$ cat src/rtl/cfg_regs_pkg.sv
// Purpose: shared FSM encoding and address-index constants for the config register slave.
// Latency: n/a (package only).
// Backpressure: n/a (package only).
package cfg_regs_pkg;

  typedef enum logic [1:0] {
    IDLE    = 2'd0,
    WR_ACK  = 2'd1,
    RD_DATA = 2'd2
  } state_t;

  // Word indices (address bits [11:2]) of the fixed read-only locations.
  localparam logic [9:0]  STATUS_IDX    = 10'h3FF;
  localparam logic [9:0]  WRCNT_IDX     = 10'h3FE;
  localparam logic [31:0] UNMAPPED_DATA = 32'hFFFFFFFF;

endpackage

$ cat src/rtl/cfg_reg_strb_merge.sv
// Purpose: byte-lane merge of a register's old value with new write data under a strobe.
// Latency: combinational, zero cycles.
// Backpressure: none; pure function of its inputs.
module cfg_reg_strb_merge
  import cfg_regs_pkg::*;
#(
  parameter int pDATA_WIDTH = 32
) (
  input  logic [pDATA_WIDTH-1:0]   old_data,
  input  logic [pDATA_WIDTH-1:0]   new_data,
  input  logic [pDATA_WIDTH/8-1:0] strb,
  output logic [pDATA_WIDTH-1:0]   merged
);

  // Take each byte from the new data only where its strobe bit is set.
  always_comb begin
    merged = old_data;
    for (int k = 0; k < pDATA_WIDTH/8; k++) begin
      if (strb[k]) merged[8*k +: 8] = new_data[8*k +: 8];
    end
  end

endmodule

$ cat src/rtl/cfg_axil_reg_slave.sv
// Purpose: AXI-Lite register bank (pNUM_REGS R/W words + status at 0xFFC); optional write counter via CFG_REGS_WR_CNT_EN.
// Latency: write acked 1 cycle after AW+W seen, read data 1 cycle after AR seen; 2 cycles minimum per access.
// Backpressure: AW without W waits unacked; read data held until rready, abandoned if cc_enable drops.
module cfg_axil_reg_slave
  import cfg_regs_pkg::*;
#(
  parameter int pADDR_WIDTH = 15,
  parameter int pDATA_WIDTH = 32,
  parameter int pNUM_REGS   = 8
) (
  input  logic                           axi_clk,
  input  logic                           axi_rst,
  input  logic                           cc_enable,
  input  logic                           axi_awvalid,
  input  logic [pADDR_WIDTH-1:0]         axi_awaddr,
  input  logic                           axi_wvalid,
  input  logic [pDATA_WIDTH-1:0]         axi_wdata,
  input  logic [pDATA_WIDTH/8-1:0]       axi_wstrb,
  output logic                           axi_awready,
  output logic                           axi_wready,
  input  logic                           axi_arvalid,
  input  logic [pADDR_WIDTH-1:0]         axi_araddr,
  output logic                           axi_arready,
  output logic                           axi_rvalid,
  output logic [pDATA_WIDTH-1:0]         axi_rdata,
  input  logic                           axi_rready,
  input  logic [pDATA_WIDTH-1:0]         status_in,
  output logic [pNUM_REGS*pDATA_WIDTH-1:0] reg_out,
  output logic [pNUM_REGS-1:0]           wr_pulse
);

  state_t                   state;
  logic [9:0]               idx;
  logic [pDATA_WIDTH-1:0]   wdata_q;
  logic [pDATA_WIDTH/8-1:0] wstrb_q;
  logic [pDATA_WIDTH-1:0]   regs   [pNUM_REGS];
  logic [pDATA_WIDTH-1:0]   merged [pNUM_REGS];
  logic [pDATA_WIDTH-1:0]   rd_mux;
  logic [9:0]               aw_idx;
  logic [9:0]               ar_idx;
  logic                     unused_addr_bits;

  // Only the word offset inside the 4 KB window is decoded.
  assign aw_idx = axi_awaddr[11:2];
  assign ar_idx = axi_araddr[11:2];
  assign unused_addr_bits = ^{axi_awaddr[pADDR_WIDTH-1:12], axi_awaddr[1:0],
                              axi_araddr[pADDR_WIDTH-1:12], axi_araddr[1:0]};

  // Handshake outputs are pure decodes of the registered state.
  assign axi_awready = (state == WR_ACK);
  assign axi_wready  = (state == WR_ACK);
  assign axi_arready = (state == RD_DATA);
  assign axi_rvalid  = (state == RD_DATA);

`ifdef CFG_REGS_WR_CNT_EN
  logic [15:0] wr_cnt;

  // Saturating count of committed in-range writes; a write to its own offset clears it.
  always_ff @(posedge axi_clk) begin
    if (axi_rst) begin
      wr_cnt <= '0;
    end else if (state == WR_ACK) begin
      if (idx == WRCNT_IDX)
        wr_cnt <= '0;
      else if (32'(idx) < 32'(pNUM_REGS) && wr_cnt != 16'hFFFF)
        wr_cnt <= wr_cnt + 16'd1;
    end
  end
`endif

  // Read data source for the address currently presented on AR.
  always_comb begin
    rd_mux = UNMAPPED_DATA;
    if (ar_idx == STATUS_IDX) begin
      rd_mux = status_in;
    end else if (ar_idx == WRCNT_IDX) begin
`ifdef CFG_REGS_WR_CNT_EN
      rd_mux = {16'h0, wr_cnt};
`else
      rd_mux = UNMAPPED_DATA;
`endif
    end
    for (int i = 0; i < pNUM_REGS; i++) begin
      if (ar_idx == 10'(i)) rd_mux = regs[i];
    end
  end

  // Access FSM: writes take priority over reads arriving in the same cycle.
  always_ff @(posedge axi_clk) begin
    if (axi_rst) begin
      state     <= IDLE;
      idx       <= '0;
      wdata_q   <= '0;
      wstrb_q   <= '0;
      axi_rdata <= '0;
    end else begin
      case (state)
        IDLE: begin
          if (cc_enable && axi_awvalid && axi_wvalid) begin
            idx     <= aw_idx;
            wdata_q <= axi_wdata;
            wstrb_q <= axi_wstrb;
            state   <= WR_ACK;
          end else if (cc_enable && axi_arvalid) begin
            idx       <= ar_idx;
            axi_rdata <= rd_mux;
            state     <= RD_DATA;
          end
        end
        WR_ACK: state <= IDLE;
        RD_DATA: begin
          if (axi_rready || !cc_enable) begin
            axi_rdata <= '0;
            state     <= IDLE;
          end
        end
        default: state <= IDLE;
      endcase
    end
  end

  // Commit the merged word at the end of the ack cycle; out-of-range indices match no register.
  always_ff @(posedge axi_clk) begin
    if (axi_rst) begin
      wr_pulse <= '0;
      for (int i = 0; i < pNUM_REGS; i++) regs[i] <= '0;
    end else begin
      for (int i = 0; i < pNUM_REGS; i++) begin
        wr_pulse[i] <= (state == WR_ACK) && (idx == 10'(i));
        if ((state == WR_ACK) && (idx == 10'(i))) regs[i] <= merged[i];
      end
    end
  end

  for (genvar g = 0; g < pNUM_REGS; g++) begin : g_reg
    assign reg_out[g*pDATA_WIDTH +: pDATA_WIDTH] = regs[g];

    cfg_reg_strb_merge #(
      .pDATA_WIDTH (pDATA_WIDTH)
    ) u_merge (
      .old_data (regs[g]),
      .new_data (wdata_q),
      .strb     (wstrb_q),
      .merged   (merged[g])
    );
  end

endmodule

$ cat config.mk
export PLATFORM = sky130hd
export DESIGN_NAME = cfg_axil_reg_slave
export DESIGN_NICKNAME = d
export VERILOG_FILES = /design/src/rtl/cfg_regs_pkg.sv /design/src/rtl/cfg_reg_strb_merge.sv /design/src/rtl/cfg_axil_reg_slave.sv
export SDC_FILE = /design/constraint.sdc
export NUM_CORES = 1
export LEC_CHECK = 0
export BUFFER_PORTS_ARGS = -buffer_cell sky130_fd_sc_hd__buf_2
export CAP_MARGIN = 20
export CELL_PAD_IN_SITES_DETAIL_PLACEMENT = 1
export CELL_PAD_IN_SITES_GLOBAL_PLACEMENT = 1
export CORE_MARGIN = 1
export CORE_UTILIZATION = 34
export CTS_CLUSTER_SIZE = 24
export DETAILED_ROUTE_END_ITERATION = 12
export GPL_TIMING_DRIVEN = 0
export MAX_ROUTING_LAYER = met4
export PLACE_DENSITY_LB_ADDON = 0.1
export REMOVE_ABC_BUFFERS = 1
export SETUP_SLACK_MARGIN = 0.5
export SLEW_MARGIN = 15
export SYNTH_ARGS = -nofsm -noshare
export SYNTH_HDL_FRONTEND = slang
export SYNTH_SLANG_ARGS = --single-unit
$ cat constraint.sdc
create_clock -name axi_clk -period 4 [get_ports axi_clk]
set_input_delay 0.8 -clock axi_clk [delete_from_list [all_inputs] [get_ports axi_clk]]
set_output_delay 0.8 -clock axi_clk [all_outputs]
set_load 0.01 [all_outputs]
## After elaboration in Yosys (flattened, before gate mapping)

Memories as Yosys holds them, arrays and structs flattened.
Cells that the tools add are included.

| word-level totals | value |
|---|---|
| register bits after elaboration | 88 |
| RAM bits | 256 |
| input bits | 105 |
| output and inout bits | 300 |
| word-level logic and storage cells | 143 |
| memories | 1 |

Memory list:

| name | words | bits a word | rd ports | clocked after memory_dff | wr ports | RTL line | source |
|---|---|---|---|---|---|---|---|
| regs | 8 | 32 | 8 | 0 | 8 | cfg_axil_reg_slave.sv:36 | `logic [pDATA_WIDTH-1:0] regs [pNUM_REGS];` |

| cells by class | value |
|---|---|
| equality and inequality tests | 21 |
| muxes and demuxes | 85 |
| bitwise logic cells | 8 |
| reductions and logical operators | 22 |

Operators with widths:

| cell | count |
|---|---|
| 32-bit two-way mux | 20 |
| 8-bit two-way mux | 32 |
| 10-bit by 3-bit equality test with 1-bit output (second input constant) | 8 |
| 32-bit one-hot mux with 2 select lines | 1 |
| 10-bit by 2-bit equality test with 1-bit output (second input constant) | 4 |
| 1-bit two-way mux | 26 |
| 10-bit by 1-bit equality test with 1-bit output (second input constant) | 2 |
| 10-bit zero test | 2 |
| 10-bit two-way mux | 2 |
| 1-bit logical AND | 11 |
| 10-bit equality test (second input constant) | 1 |
| 1-bit bitwise OR | 8 |
| 2-bit two-way mux | 3 |
| 2-bit AND reduction | 3 |
| 2-bit != test (second input constant) | 2 |
| 2-bit one-hot mux with 2 select lines | 1 |
| 4-bit AND reduction | 1 |
| 2-bit nonzero test | 2 |
| 3-bit != test (second input constant) | 1 |
| 2-bit by 1-bit equality test with 1-bit output (second input constant) | 1 |
| 2-bit equality test (second input constant) | 1 |
| 2-bit zero test | 1 |
| 2-bit by 1-bit != test with 1-bit output (second input constant) | 1 |
| 1-bit zero test | 1 |
| 1-bit logical OR | 1 |

## Depth between registers and ports, before layout

| logic depth | value |
|---|---|
| depth after elaboration | 13 |
| depth in mapped cells | 8 |
| depth with buffers taken out | 5 |

## Modules after synthesis

Synthesis repeated with hierarchy kept, for this count alone.

| unflattened totals | value |
|---|---|
| cell total of the unflattened synthesis | 1550 |
| area, all modules | 19339.8 µm² |

Modules (own cells, without submodules):

| module | times used | cells an instance | area an instance (µm²) | sequential area each (µm²) |
|---|---|---|---|---|
| cfg_axil_reg_slave | 1 | 1262 | 15135.8 | 9449.1 |
| cfg_reg_strb_merge | 8 | 36 | 525.5 | 0.0 |

## Worst setup path after synthesis

No wires, ideal clock.

| path | value |
|---|---|
| path type | input port to flip-flop |
| start | in axi_araddr[5] |
| end | reg axi_rdata[10] |
| library setup time | 0.087 ns |
| arrival | 2.573 ns |
| data required time | 3.913 ns |
| slack | 1.340 ns |
| stages | 8 |
| buffers on the path | 3 |
| cells stage by stage | or4_1 > buf_2 > or4_1 > buf_2 > nor3_4 > buf_6 > a22oi_1 > o31ai_1 |

| between the ends | value |
|---|---|
| cells in the longest elaborated chain, start to end | 13 |
| elaborated cells between the ends (all ways) | 21 |
| classes of those cells | 8 x eq/ne; 12 x mux; 1 x reduce/logical |

RTL lines:

| item | RTL line | source |
|---|---|---|
| start, declared | cfg_axil_reg_slave.sv:22 | `input logic [pADDR_WIDTH-1:0] axi_araddr,` |
| 10-bit equality test | cfg_axil_reg_slave.sv:74 | `if (ar_idx == STATUS_IDX) begin` |
| 32-bit two-way mux | cfg_axil_reg_slave.sv:74 |  |
| 32-bit two-way mux (7 in series) | cfg_axil_reg_slave.sv:84 | `if (ar_idx == 10'(i)) rd_mux = regs[i];` |
| 32-bit two-way mux * | cfg_axil_reg_slave.sv:84 |  |
| 32-bit two-way mux * | cfg_axil_reg_slave.sv:104 | `end else if (cc_enable && axi_arvalid) begin` |
| 32-bit two-way mux * | cfg_axil_reg_slave.sv:99 | `if (cc_enable && axi_awvalid && axi_wvalid) begin` |
| 32-bit one-hot mux with 2 select lines * | cfg_axil_reg_slave.sv:97 | `case (state)` |
| end signal, assigned | cfg_axil_reg_slave.sv:106 | `axi_rdata <= rd_mux;` |
| end, declared | cfg_axil_reg_slave.sv:25 | `output logic [pDATA_WIDTH-1:0] axi_rdata,` |

Mark *: on every way between the ends. The rest lies on a longest branch, timed or not. The select of a mux whose other input is x is not followed.
A chain may end at the register's enable or synchronous reset.

## Final worst setup path

| path | value |
|---|---|
| start | in axi_araddr[5] |
| end | reg axi_rdata[19] |

Same word-level chain as after synthesis.

==> flow_summary.json <==
{
  "gr-usage-all-layers_pct": 28.6,
  "firstDrtPassIters": 5,
  "syn_to_final_growth_pct": 29.6,
  "dieArea_um2": 45200,
  "hold_start": "axi_wdata[31]",
  "critical_path_class": "in2reg",
  "yosysSeqAreaShare_pct": 62.6,
  "rsz0062_at_grt": "no",
  "pwr-share-clk_pct": 44.5,
  "rows": 76,
  "synth_top_area_cell": "edfxtp_1",
  "drc": 0,
  "synthTopCellsByArea": "edfxtp_1 51%, dfxtp_1 12%, and2_1 8.0%",
  "synth_top_area_share_pct": 51.0,
  "fin_crit_sh_pct": 87.7,
  "drive_gt1_share_pct": 32.9,
  "syn_avg_cell_area_um2": 12.4,
  "synth_flop_cell": "edfxtp_1",
  "cts_buffer_depth": 3,
  "peakVddDrop_mv": 0.279,
  "worst_pin_slew_ns": 1.08,
  "design_area_um2": 19600,
  "hpwl_um": 43400,
  "cts.sinks": 344,
  "cts_root_buf": "clkbuf_16",
  "syn-instance-count": 1220,
  "grt_first_pass_wirelength_um": 87700,
  "cts_max_level": 2,
  "synth_edf_count": 256,
  "grt_max_degree": 75,
  "die_h_um": 213,
  "clkTransAtPathRegs_ns": 0.06,
  "ant_nets": 0,
  "fin_util_pct": 45.0,
  "dr_total_vias": 12100,
  "reg2reg_from": "state[0]",
  "hold_viol_final": 0,
  "wirelength_um": 63600,
  "antenna_found_initial": 4,
  "netlist_area_um2": 15100,
  "combinationalPowerShare_pct": 8.7,
  "cts_buffers": 41,
  "p_switching_mw": 2.11,
  "coreArea_um2": 43500,
  "p_sw_share_pct": 24.0,
  "ys_warn_count": 0,
  "drv_slew": 0,
  "power_frac_seq_pct": 46.8,
  "io_pins": 405,
  "async_reset_ff_share_pct": 0,
  "cts_tree": "yes",
  "crit_start": "axi_araddr[5]",
  "fin_skew_ns": 0.0252,
  "yosysMostFrequentCell": "edfxtp_1",
  "cellLeakagePower_nw": 8.13,
  "cp_data_arrival_time_ns": 3.98,
  "required_ns": 4.47,
  "period_needed_ns": 3.51,
  "grt_overflow": 0,
  "cp_max_fo": 11,
  "synthTopCellsByCount": "256 x edfxtp_1, 193 x and2_1, 88 x dfxtp_1",
  "place.gp.congestion": 0.765,
  "clkLatencyLatePin_ns": 0.57,
  "outcome": "completed",
  "slew_headroom_pct": 27.5,
  "ys_types": 48,
  "grt_pass1_vias": 12300,
  "portBuffers": 394,
  "cp-end-kind": "flip-flop",
  "place_area_um2": 18100,
  "initial_core_util_pct": 34.7,
  "timing.hold.ws_ns": 0.463,
  "power_mw": 8.77,
  "fin_nets": 1702,
  "intPower_mw": 6.66,
  "finalSetupViolations": 0,
  "powerDensity_nw_per_um2": 448,
  "fmax_mhz": 285,
  "avgViaCountPerCell": 5.44,
  "drt_iter0_drc": 699,
  "die_w_um": 213,
  "synth_seq_cells": 344,
  "hp-class": "in2reg",
  "critPathLaunchType": "input port",
  "avgRoutedWirePerCell_um": 28.7,
  "cap_viol_max_count": 0
}
[metal layers]
metal	global-route usage (%)	vias up	wire length, um
met5	-	-	0
met4	9.70	0	1640
met3	5.28	85	4000
met2	45.6	468	30500
met1	36.7	6184	27500
li1	-	5330	-
[flip-flops by register name (all words and copies together), names as in the netlist]
register and cells:
state 2, wr_pulse 8, wdata_q 32, wstrb_q 4, regs 256, axi_rdata 32, idx 10
[per-stage QoR]
stage	instances	setup WS (ns)	TNS (ns)
2_1_floorplan	1121	-0.239	-4.35
3_3_place_gp	2100	-5.99	-952.44
3_5_place_dp	2136	-0.112	-0.420
4_1_cts	2212	0.548	0
5_1_grt	2218	0.504	0
6_report	2218	0.491	0
[power by group through the flow]
stage	clock network, mW	logic [mW]	registers, mW
2_1_floorplan	0	0.251	4.20
3_3_place_gp	0	0.722	4.17
3_5_place_dp	0	0.765	4.18
4_1_cts	3.96	0.767	4.10
5_1_grt	4.08	0.811	4.12
6_report	3.90	0.764	4.10
[area by class of cell]
cell class              instances  area, um2
fillers                      4730      23900
clock inverters                14        193
clock buffers                  61       1200
multi-input cells             771       5310
inverters                       6       22.5
diodes                          4       10.0
well taps                     585        732
repair buffers                433       2630
flip-flops and latches        344       9450
[layout by cell type (no fill, tap or decap), drive strengths merged, types with 15 or more instances in the layout]
master,n
buf,433
o32a,19
dfxtp,88
o22a,32
nor2,77
a21o,34
o21ai,26
o22ai,15
nand2,59
clkbuf,61
a22oi,19
a31oi,22
and2,193
a21oi,69
mux4,26
nor2b,53
o31ai,20
edfxtp,256
[path summary, 6_finish.rpt]
| kind | end | slack, ns | cells after the start |
|---|---|---|---|
| max | axi_rdata[19] | 0.49 | 7 |
| min | wdata_q[31] | 0.46 | 2 |
| max reg2reg | regs[0][52] | 0.79 | 6 |
| min reg2reg | axi_rdata[26] | 0.46 | 2 |
[logic make-up (layout without fill, tap and decap cells)]
logic type             after synthesis  in the layout  synth area share [%]
AND/OR/NAND/NOR                    427            427                  15.6
flip-flops                         344            344                  62.6
AO/OA/AOI/OAI                      303            303                  14.1
buffers and inverters              105            514                  2.77
multiplexers                        41             41                  4.88
other                                0              4                     0
[worst max-delay path: stages]
cell	delay [ns]
buf_2	0.12
or4_1	0.88
or4_1	0.89
nor3_4	0.80
buf_8	0.27
a22oi_1	0.09
o31ai_1	0.09
[repair_timing]
action                                 4_1_cts  5_1_grt
hold buffers                                 0        0
endpoints found under the hold margin        0        0
resized for setup                            0        0
setup endpoints to repair                    1        0
setup buffers                                1        0
No activity file was read; power rests on OpenSTA's default activity.
